[config.mk]
export PLATFORM = sky130hd
export DESIGN_NAME = lpc_io_initiator
export DESIGN_NICKNAME = d
export VERILOG_FILES = /design/src/rtl/lpc_io_initiator.sv
export SDC_FILE = /design/constraint.sdc
export NUM_CORES = 1
export LEC_CHECK = 0
export BUFFER_PORTS_ARGS = -buffer_cell sky130_fd_sc_hd__buf_4
export CAP_MARGIN = 20
export CELL_PAD_IN_SITES_DETAIL_PLACEMENT = 0
export CELL_PAD_IN_SITES_GLOBAL_PLACEMENT = 1
export CORE_MARGIN = 1
export CORE_UTILIZATION = 35
export CTS_BUF_LIST = sky130_fd_sc_hd__clkbuf_16
export CTS_CLUSTER_DIAMETER = 40
export DETAILED_ROUTE_END_ITERATION = 8
export PLACE_DENSITY = 0.75
export SLEW_MARGIN = 40
export SYNTH_ARGS = -nofsm -noshare
export SYNTH_HDL_FRONTEND = slang
export SYNTH_SLANG_ARGS = --single-unit
export TNS_END_PERCENT = 30
[constraint.sdc]
create_clock -name LpcClock -period 5 [get_ports LpcClock]
set_input_delay 0.25 -clock LpcClock [delete_from_list [all_inputs] [get_ports LpcClock]]
set_output_delay 0.25 -clock LpcClock [all_outputs]
set_load 0.1 [all_outputs]
[src/rtl/lpc_io_initiator.sv]
// LPC host-side I/O initiator.
// Turns a single-entry I/O read/write request into LPC START/CYCTYPE/ADDR/DATA/TAR/SYNC
// sequencing on LAD[3:0] and LFRAME#, then reports completion, status and read data.
//
// Ports:
//   LpcClock   33 MHz LPC clock, rising edge
//   PciReset   synchronous active-high reset
//   Req        request strobe, accepted while Busy=0
//   ReqWr      1 = I/O write, 0 = I/O read (sampled with Req)
//   ReqAddr    16-bit I/O address (sampled with Req)
//   ReqData    write data (sampled with Req)
//   Busy       transaction in progress
//   Done       one-clock completion pulse
//   Error      valid with Done: error SYNC, timeout or abort
//   RdData     read data, valid with Done and held afterwards
//   LpcFrame   LFRAME#, active low
//   LpcBusOut  LAD drive value
//   LpcBusOe   LAD output enable
//   LpcBusIn   LAD sampled value
module lpc_io_initiator #(
  parameter int unsigned SYNC_TIMEOUT  = 8,
  parameter int unsigned LONG_WAIT_MAX = 255,
  parameter int unsigned ABORT_CYCLES  = 4
) (
  input  logic        LpcClock,
  input  logic        PciReset,
  input  logic        Req,
  input  logic        ReqWr,
  input  logic [15:0] ReqAddr,
  input  logic [7:0]  ReqData,
  output logic        Busy,
  output logic        Done,
  output logic        Error,
  output logic [7:0]  RdData,
  output logic        LpcFrame,
  output logic [3:0]  LpcBusOut,
  output logic        LpcBusOe,
  input  logic [3:0]  LpcBusIn
);

  localparam int unsigned ShortW = $clog2(SYNC_TIMEOUT + 1);
  localparam int unsigned LongW  = $clog2(LONG_WAIT_MAX + 1);
  localparam int unsigned AbortW = $clog2(ABORT_CYCLES);

  localparam logic [ShortW-1:0] ShortLimit = ShortW'(SYNC_TIMEOUT);
  localparam logic [LongW-1:0]  LongLimit  = LongW'(LONG_WAIT_MAX);
  localparam logic [AbortW-1:0] AbortLast  = AbortW'(ABORT_CYCLES - 1);

  typedef enum logic [3:0] {
    StIdle, StStart, StCyc, StAddr, StData, StHTar0, StHTar1,
    StSync, StRData, StPTar, StAbort, StAbortEnd, StDone
  } state_e;

  state_e            state;
  logic              reqWr;
  logic [15:0]       addrSh;   // shifts left one nibble per ADDR clock
  logic [7:0]        reqData;
  logic [1:0]        nibCnt;
  logic              errFlag;
  logic [3:0]        rdLow;
  logic [ShortW-1:0] shortCnt;
  logic [LongW-1:0]  longCnt;
  logic [AbortW-1:0] abortCnt;
  logic [ShortW-1:0] shortInc;
  logic [LongW-1:0]  longInc;

  // Saturating increments of the SYNC wait counters
  always_comb begin
    shortInc = (shortCnt == ShortLimit) ? shortCnt : shortCnt + 1'b1;
    longInc  = (longCnt == LongLimit) ? longCnt : longCnt + 1'b1;
  end

  // Outputs are registered alongside the state: each branch loads the values for the
  // state being entered.
  always_ff @(posedge LpcClock) begin
    if (PciReset) begin
      state     <= StIdle;
      reqWr     <= 1'b0;
      addrSh    <= '0;
      reqData   <= '0;
      nibCnt    <= '0;
      errFlag   <= 1'b0;
      rdLow     <= '0;
      shortCnt  <= '0;
      longCnt   <= '0;
      abortCnt  <= '0;
      Busy      <= 1'b0;
      Done      <= 1'b0;
      Error     <= 1'b0;
      RdData    <= '0;
      LpcFrame  <= 1'b1;
      LpcBusOut <= 4'hF;
      LpcBusOe  <= 1'b0;
    end else begin
      Done  <= 1'b0;
      Error <= 1'b0;
      unique case (state)
        // Busy is already low in DONE, so a request there is taken like in IDLE
        StIdle, StDone: begin
          state <= StIdle;
          if (Req) begin
            reqWr     <= ReqWr;
            addrSh    <= ReqAddr;
            reqData   <= ReqData;
            errFlag   <= 1'b0;
            Busy      <= 1'b1;
            LpcFrame  <= 1'b0;
            LpcBusOut <= 4'h0;
            LpcBusOe  <= 1'b1;
            state     <= StStart;
          end
        end
        StStart: begin
          LpcFrame  <= 1'b1;
          LpcBusOut <= reqWr ? 4'h2 : 4'h0;
          state     <= StCyc;
        end
        StCyc: begin
          LpcBusOut <= addrSh[15:12];
          addrSh    <= {addrSh[11:0], 4'h0};
          nibCnt    <= 2'd0;
          state     <= StAddr;
        end
        StAddr: begin
          if (nibCnt != 2'd3) begin
            LpcBusOut <= addrSh[15:12];
            addrSh    <= {addrSh[11:0], 4'h0};
            nibCnt    <= nibCnt + 2'd1;
          end else if (reqWr) begin
            LpcBusOut <= reqData[3:0];
            nibCnt    <= 2'd0;
            state     <= StData;
          end else begin
            LpcBusOut <= 4'hF;
            state     <= StHTar0;
          end
        end
        StData: begin
          if (nibCnt == 2'd0) begin
            LpcBusOut <= reqData[7:4];
            nibCnt    <= 2'd1;
          end else begin
            LpcBusOut <= 4'hF;
            state     <= StHTar0;
          end
        end
        StHTar0: begin
          LpcBusOe <= 1'b0;
          state    <= StHTar1;
        end
        StHTar1: begin
          shortCnt <= '0;
          longCnt  <= '0;
          state    <= StSync;
        end
        StSync: begin
          if (LpcBusIn == 4'h0 || LpcBusIn == 4'hA) begin
            if (LpcBusIn == 4'hA) errFlag <= 1'b1;
            shortCnt <= '0;
            longCnt  <= '0;
            nibCnt   <= 2'd0;
            state    <= reqWr ? StPTar : StRData;
          end else begin
            if (LpcBusIn == 4'h6) begin
              shortCnt <= '0;
              longCnt  <= longInc;
            end else begin
              shortCnt <= shortInc;
            end
            if ((LpcBusIn == 4'h6 && longInc == LongLimit) ||
                (LpcBusIn != 4'h6 && shortInc == ShortLimit)) begin
              shortCnt  <= '0;
              longCnt   <= '0;
              abortCnt  <= '0;
              LpcFrame  <= 1'b0;
              LpcBusOut <= 4'hF;
              LpcBusOe  <= 1'b1;
              state     <= StAbort;
            end
          end
        end
        StRData: begin
          if (nibCnt == 2'd0) begin
            rdLow  <= LpcBusIn;
            nibCnt <= 2'd1;
          end else begin
            RdData <= {LpcBusIn, rdLow};
            nibCnt <= 2'd0;
            state  <= StPTar;
          end
        end
        StPTar: begin
          if (nibCnt == 2'd0) begin
            nibCnt <= 2'd1;
          end else begin
            Busy  <= 1'b0;
            Done  <= 1'b1;
            Error <= errFlag;
            state <= StDone;
          end
        end
        StAbort: begin
          if (abortCnt == AbortLast) begin
            LpcFrame <= 1'b1;
            LpcBusOe <= 1'b0;
            state    <= StAbortEnd;
          end else begin
            abortCnt <= abortCnt + 1'b1;
          end
        end
        StAbortEnd: begin
          Busy  <= 1'b0;
          Done  <= 1'b1;
          Error <= 1'b1;
          state <= StDone;
        end
        default: state <= StIdle;
      endcase
    end
  end

endmodule

Yosys cells after proc, flatten, opt, wreduce, memory -nomap -nowiden --
Index checks and enable logic that the tools add are counted.
Cells by class: reductions and logical operators 31, bitwise logic cells 1, equal/unequal tests 37, add/subtract/negate cells 4, muxes and demuxes 61
Operators with widths (count):
- $mux W4 | 17
- $pmux W16 S3 | 1
- $pmux W4 S12 | 1
- $eq A4 B4 Y1 const B | 8
- $mux W16 | 2
- $mux W8 | 4
- $ne A2 B2 Y1 const B | 13
- $pmux W4 S6 | 1
- $eq A4 B3 Y1 const B | 5
- $mux W1 | 17
- $eq A8 B8 Y1 const B | 2
- $mux W2 | 8
- $pmux W8 S2 | 1
- $reduce_and A4 Y1 | 4
- $pmux W2 S5 | 1
- $reduce_and A5 Y1 | 2
- $add A8 B1 Y8 const B | 1
- $eq A4 B2 Y1 const B | 2
- $logic_not A4 Y1 | 2
- $pmux W1 S4 | 2
- $pmux W4 S2 | 1
- $reduce_and A2 Y1 | 4
- $reduce_bool A4 Y1 | 2
- $ne A3 B3 Y1 const B | 2
- other kinds (21) | 31
Storage, ports and cells: logic and storage cells 151, output and inout bits 17, flip-flop bits (word level) 67

Longest topological paths before layout --
depth after elaboration 8, depth in mapped cells 9

Worst setup path after synthesis --
Ideal clock, no wire load.
path kind reg2reg, start point register longCnt[1], end point register LpcBusOe, stages on the path, launching flop included 9, slack 2830 ps, clock period less this slack 2170 ps, required time 4883 ps, arrival time 2052 ps, cell sequence dfxtp_1 > ha_1 > buf_6 > mux2i_1 > a2111oi_2 > o2111a_2 > a22oi_1 > a221o_1 > a32o_1
Between the ends: cells in the longest elaborated chain, start to end 7
Ends and longest elaborated chain:
- start: declaration | line 62 | logic [LongW-1:0] longCnt;
- start signal: assignment | line 166 | longCnt <= longInc;
- $add A8 B1 Y8 or $eq A8 B8 Y1 (tied branches) | line 70 | longInc = (longCnt == LongLimit) ? longCnt : longCnt + 1'b1;
- $mux W8 * | line 70
- $eq A8 B8 Y1 * | line 170 | if ((LpcBusIn == 4'h6 && longInc == LongLimit) ||
- $logic_and A1 B1 Y1 * | line 170
- $logic_or A1 B1 Y1 * | line 170
- $ne A2 B2 Y1 (no source line) *
- $reduce_and A5 Y1 (no source line) *
- end signal: assignment | line 148 | LpcBusOe <= 1'b0;
- end signal: assignment | line 177 | LpcBusOe <= 1'b1;
- end signal: assignment | line 205 | LpcBusOe <= 1'b0;
- end: declaration | line 37 | output logic LpcBusOe,
Mark *: on every way between the ends. The rest lies on a longest branch, timed or not. A chain may end at the register's enable or synchronous reset.

Final worst setup path --
start point register state[2], end point register longCnt[5]
Between the ends: cells in the longest elaborated chain, start to end 3
Ends and longest elaborated chain:
- start: declaration | line 54 | state_e state;
- start signal: assignment | line 77 | state <= StIdle;
- start signal: assignment | line 100 | state <= StIdle;
- start signal: assignment | line 110 | state <= StStart;
- $eq A4 B3 Y1 | line 97 | unique case (state)
- $ne A4 B4 Y1 (no source line) or $reduce_bool A2 Y1 (tied branches)
- $reduce_and A2 Y1 (no source line)
Several ways; a longest one is shown, not always the timed one.

==> reports/qor.csv <==
stage;metric;value;unit
clocking;Skew-Pair Late Insertion Delay;0.33;ns
synth;Syn Std Cell Area;0.00356;mm2
place;input/output buffers;48;
layout;area delta synth->final;20.8;%
synth;synth unique cells;70;
setup_path;CP endpoint;longCnt[5];
grt;largest net degree at the start of global routing;59;
pwr;pwr/cell area;461;mW/mm2
synth;register bit total from synthesis;67;
clocking;Clock Sink Count;67;
clocking;CTS hold repair buffers;0;
synth;Yosys warning count;0;
place;placed cell count;604;
layout;Layout Cells excl Fill;620;
floorplan;Die X;103;um
route;Pre-antenna DRT Iters;4;
timing;final hold slack;0.163;ns
route;Residual DRC;0;
setup_path;worst reg2reg path depth;6;
timing;f_max;366;MHz
layout;Finished Cell Area;0.00430;mm2
setup_path;CP startpoint;state[2];
setup_path;startpoint types;flop;
setup_path;critical path class;flop to flop;
floorplan;Ports;49;
floorplan;Rows;36;
synth;mux share of post-synthesis cell area;4.21;%
synth;asr flop ratio synth;0;%
synth;simple-gate share of the synthesized area;23.4;%
floorplan;core region area;0.00982;mm2
route;via count;3343;
synth;sequential element share of the synthesized area;37.7;%
layout;Core Util, Final;43.8;%
route;met3 wire length;420;um
grt;vias in the first global route;3166;
setup_path;FF-to-FF Start;state[2];
route;Met1 Wirelength;4.38;mm
timing;Tcrit/Tclk final;54.6;%
pwr;Static Leak;0.00161;uW
synth;Post-synth EDFFs;0;
layout;Nets;520;
timing;Setup Viol. Count Final;0;
setup_path;Critical R2R Capture;longCnt[5];
timing;Slew Limit Fails;0;
setup_path;crit path capture type;flop;
grt;first-pass GRT wire length;15.4;mm
synth;Mapped Avg Cell Area;7.93;um2
timing;RSZ-0062 raised after global routing;false;
setup_path;reg-to-reg slack, setup;2.27;ns
floorplan;initial core utilization;36.3;%
timing;setup_tns;0;ns
clocking;clock-pin transition on the worst setup and hold timing paths;0.06;ns
route;Routed WL;9.09;mm
grt;GRT overflow;0;
layout;share of layout cells above drive strength 1;17.7;%
route;drt initial violations;169;
synth;ys flop type;dfxtp_1;
timing;final hold vios;0;
clocking;root buf cell;clkbuf_16;
route;remaining antenna violation count;0;
place;Placement Cell Area;0.00397;mm2
clocking;post-cts resize count;0;
timing;slew margin rel.;51.2;%
clocking;setup bufs post-CTS;0;
setup_path;Crit path required time;5.26;ns
timing;fin crit period;2.73;ns
setup_path;worst path arrival time;3.00;ns
synth;largest family of logic cells by synthesized area;compound AO/OA/AOI/OAI gates;
synth;post-synthesis compound-gate area fraction;27.0;%
route;uppermost layer routed;met4;
pwr;worst vdd ir;0.223;mV
grt;Tot GR Track Use;18.6;%
timing;Final Skew;0.00737;ns
clocking;total CTS buffers;9;
run_status;status;complete, no violations;
synth;Post-Synthesis Cells;449;
setup_path;Max FO, Critical Path;24;
run;max-cap violation count;0;
layout;Inserted Diodes;0;
place;GPL Wtd Cong;0.852;
synth;XOR/XNOR share of the synthesized area;0.492;%
synth;post-synthesis adder-cell area fraction;2.11;%
clocking;CTS max path bufs;2;
route;Vias/cell;5.39;
clocking;Clock H-tree levels;3;
floorplan;DIE AREA;0.0106;mm2
layout;FILL cells;1018;
grt;antenna violations before repair;0;
synth;total nets after synthesis;487;
floorplan;chip height;103;um
route;drt wl/cell;14.7;um
clocking;CTS tree;built;
worst_hold_path;HP Class;primary input to flop;
timing;worst-margin pin slew;0.730;ns
place;hpwl dp;6.19;mm
route;met2 wire len;4.11;mm
==> cells by family (layout without fill, tap and decap cells) <==
group | after synthesis | in the layout
AO/OA/AOI/OAI | 139 | 139
XOR/XNOR | 2 | 2
adder cells (fa/ha/maj) | 6 | 6
buffers and inverters | 43 | 81
flip-flops | 67 | 67
multiplexers | 15 | 15
AND/OR/NAND/NOR | 177 | 177
==> layout make-up <==
| cell class | instances | area [um2] | share of cell area [%] |
|---|---|---|---|
| multi-input combinational | 339 | 2040 | 47.5 |
| sequential | 67 | 1340 | 31.2 |
| timing repair buffer | 49 | 368 | 8.55 |
| clock buffer | 9 | 225 | 5.23 |
| tap | 133 | 166 | 3.87 |
| clock inverter | 7 | 98.8 | 2.30 |
| inverter | 16 | 60.1 | 1.40 |
==> flip-flops by register name, indices dropped and copies added (netlist names), 2 cells and up <==
register   cells
reqData        8
longCnt        8
rdLow          4
state          4
nibCnt         2
abortCnt       2
RdData         8
LpcBusOut      4
addrSh        16
shortCnt       4
==> report_power, final <==
group          total, uW  internal, uW  switching (uW)
sequential           703           621            82.1
combinational        594           184             410
clock                685           440             246
total               1980          1240             737
==> routing by layer <==
layer  vias up  GRT usage [%]
li1       1710              -
met1      1530           25.4
met2        87           28.7
met3        16           4.34
met4         0           6.83
met5         -              0
==> worst max-delay path, stage by stage, from the launching register on <==
cell      delay, ns
dfxtp_1        0.79
nand2b_1       0.43
nor2_2         0.45
o211ai_1       0.26
a21oi_1        0.48
inv_1          0.12
a21oi_1        0.13
==> worst min-delay path by stage <==
stage	start	endpoint	slack (ns)	depth (start not counted)
6_report	ReqData[2]	reqData[2]	0.16	3
5_1_grt	ReqData[7]	reqData[7]	0.16	3
4_1_cts	ReqData[2]	reqData[2]	0.16	3
3_5_place_dp	addrSh[2]	addrSh[2]	0.45	2
3_3_place_gp	addrSh[1]	addrSh[1]	0.44	2
2_1_floorplan	ReqData[4]	reqData[4]	0.39	2
==> placed cells by master, fill, tap and decap left out, types with 4 or more instances in the layout <==
cell type and instances:
nor2_1 46, clkbuf_16 9, ha_1 6, nor3_1 10
a31o_2 4, nor2b_1 6, dfxtp_1 66, a21oi_1 51
nand3_1 15, mux2i_1 15, nand2_1 65, o21ai_0 21
nand2b_1 6, a311oi_1 12, inv_1 14, nand4_1 7
o211ai_1 4, buf_4 49
==> cell usage after synthesis, types with 3 or more instances <==
master    number  share of area (%)
o21ai_0       21                3.0
nand3_1       15                2.1
a211oi_1       3               0.63
nand2_1       65                6.8
nand4_1        7                1.2
mux2i_1       15                4.2
a31o_2         4               0.98
clkbuf_1      13                1.4
o211ai_1       4               0.84
dfxtp_1       67                 38
nor2b_1        6                1.1
a311oi_1      12                3.0
buf_2         10                1.4
nor3_1        10                1.4
a21oi_1       52                7.3
o21a_1         3               0.63
and3_1         3               0.53
nor2_1        47                5.0
ha_1           6                2.1
inv_1         14                1.5
a31oi_1        3               0.53
nand2b_1       6                1.1
==> per-stage QoR <==
stage | power (uW) | worst slack, ns
after detailed placement | 1310 | 2.12
final | 1980 | 2.27
after global placement | 1300 | 2.22
after floorplan | 1160 | 2.83
after CTS | 2000 | 2.11
after global routing | 2100 | 1.99
No activity file was read; power rests on OpenSTA's default activity.
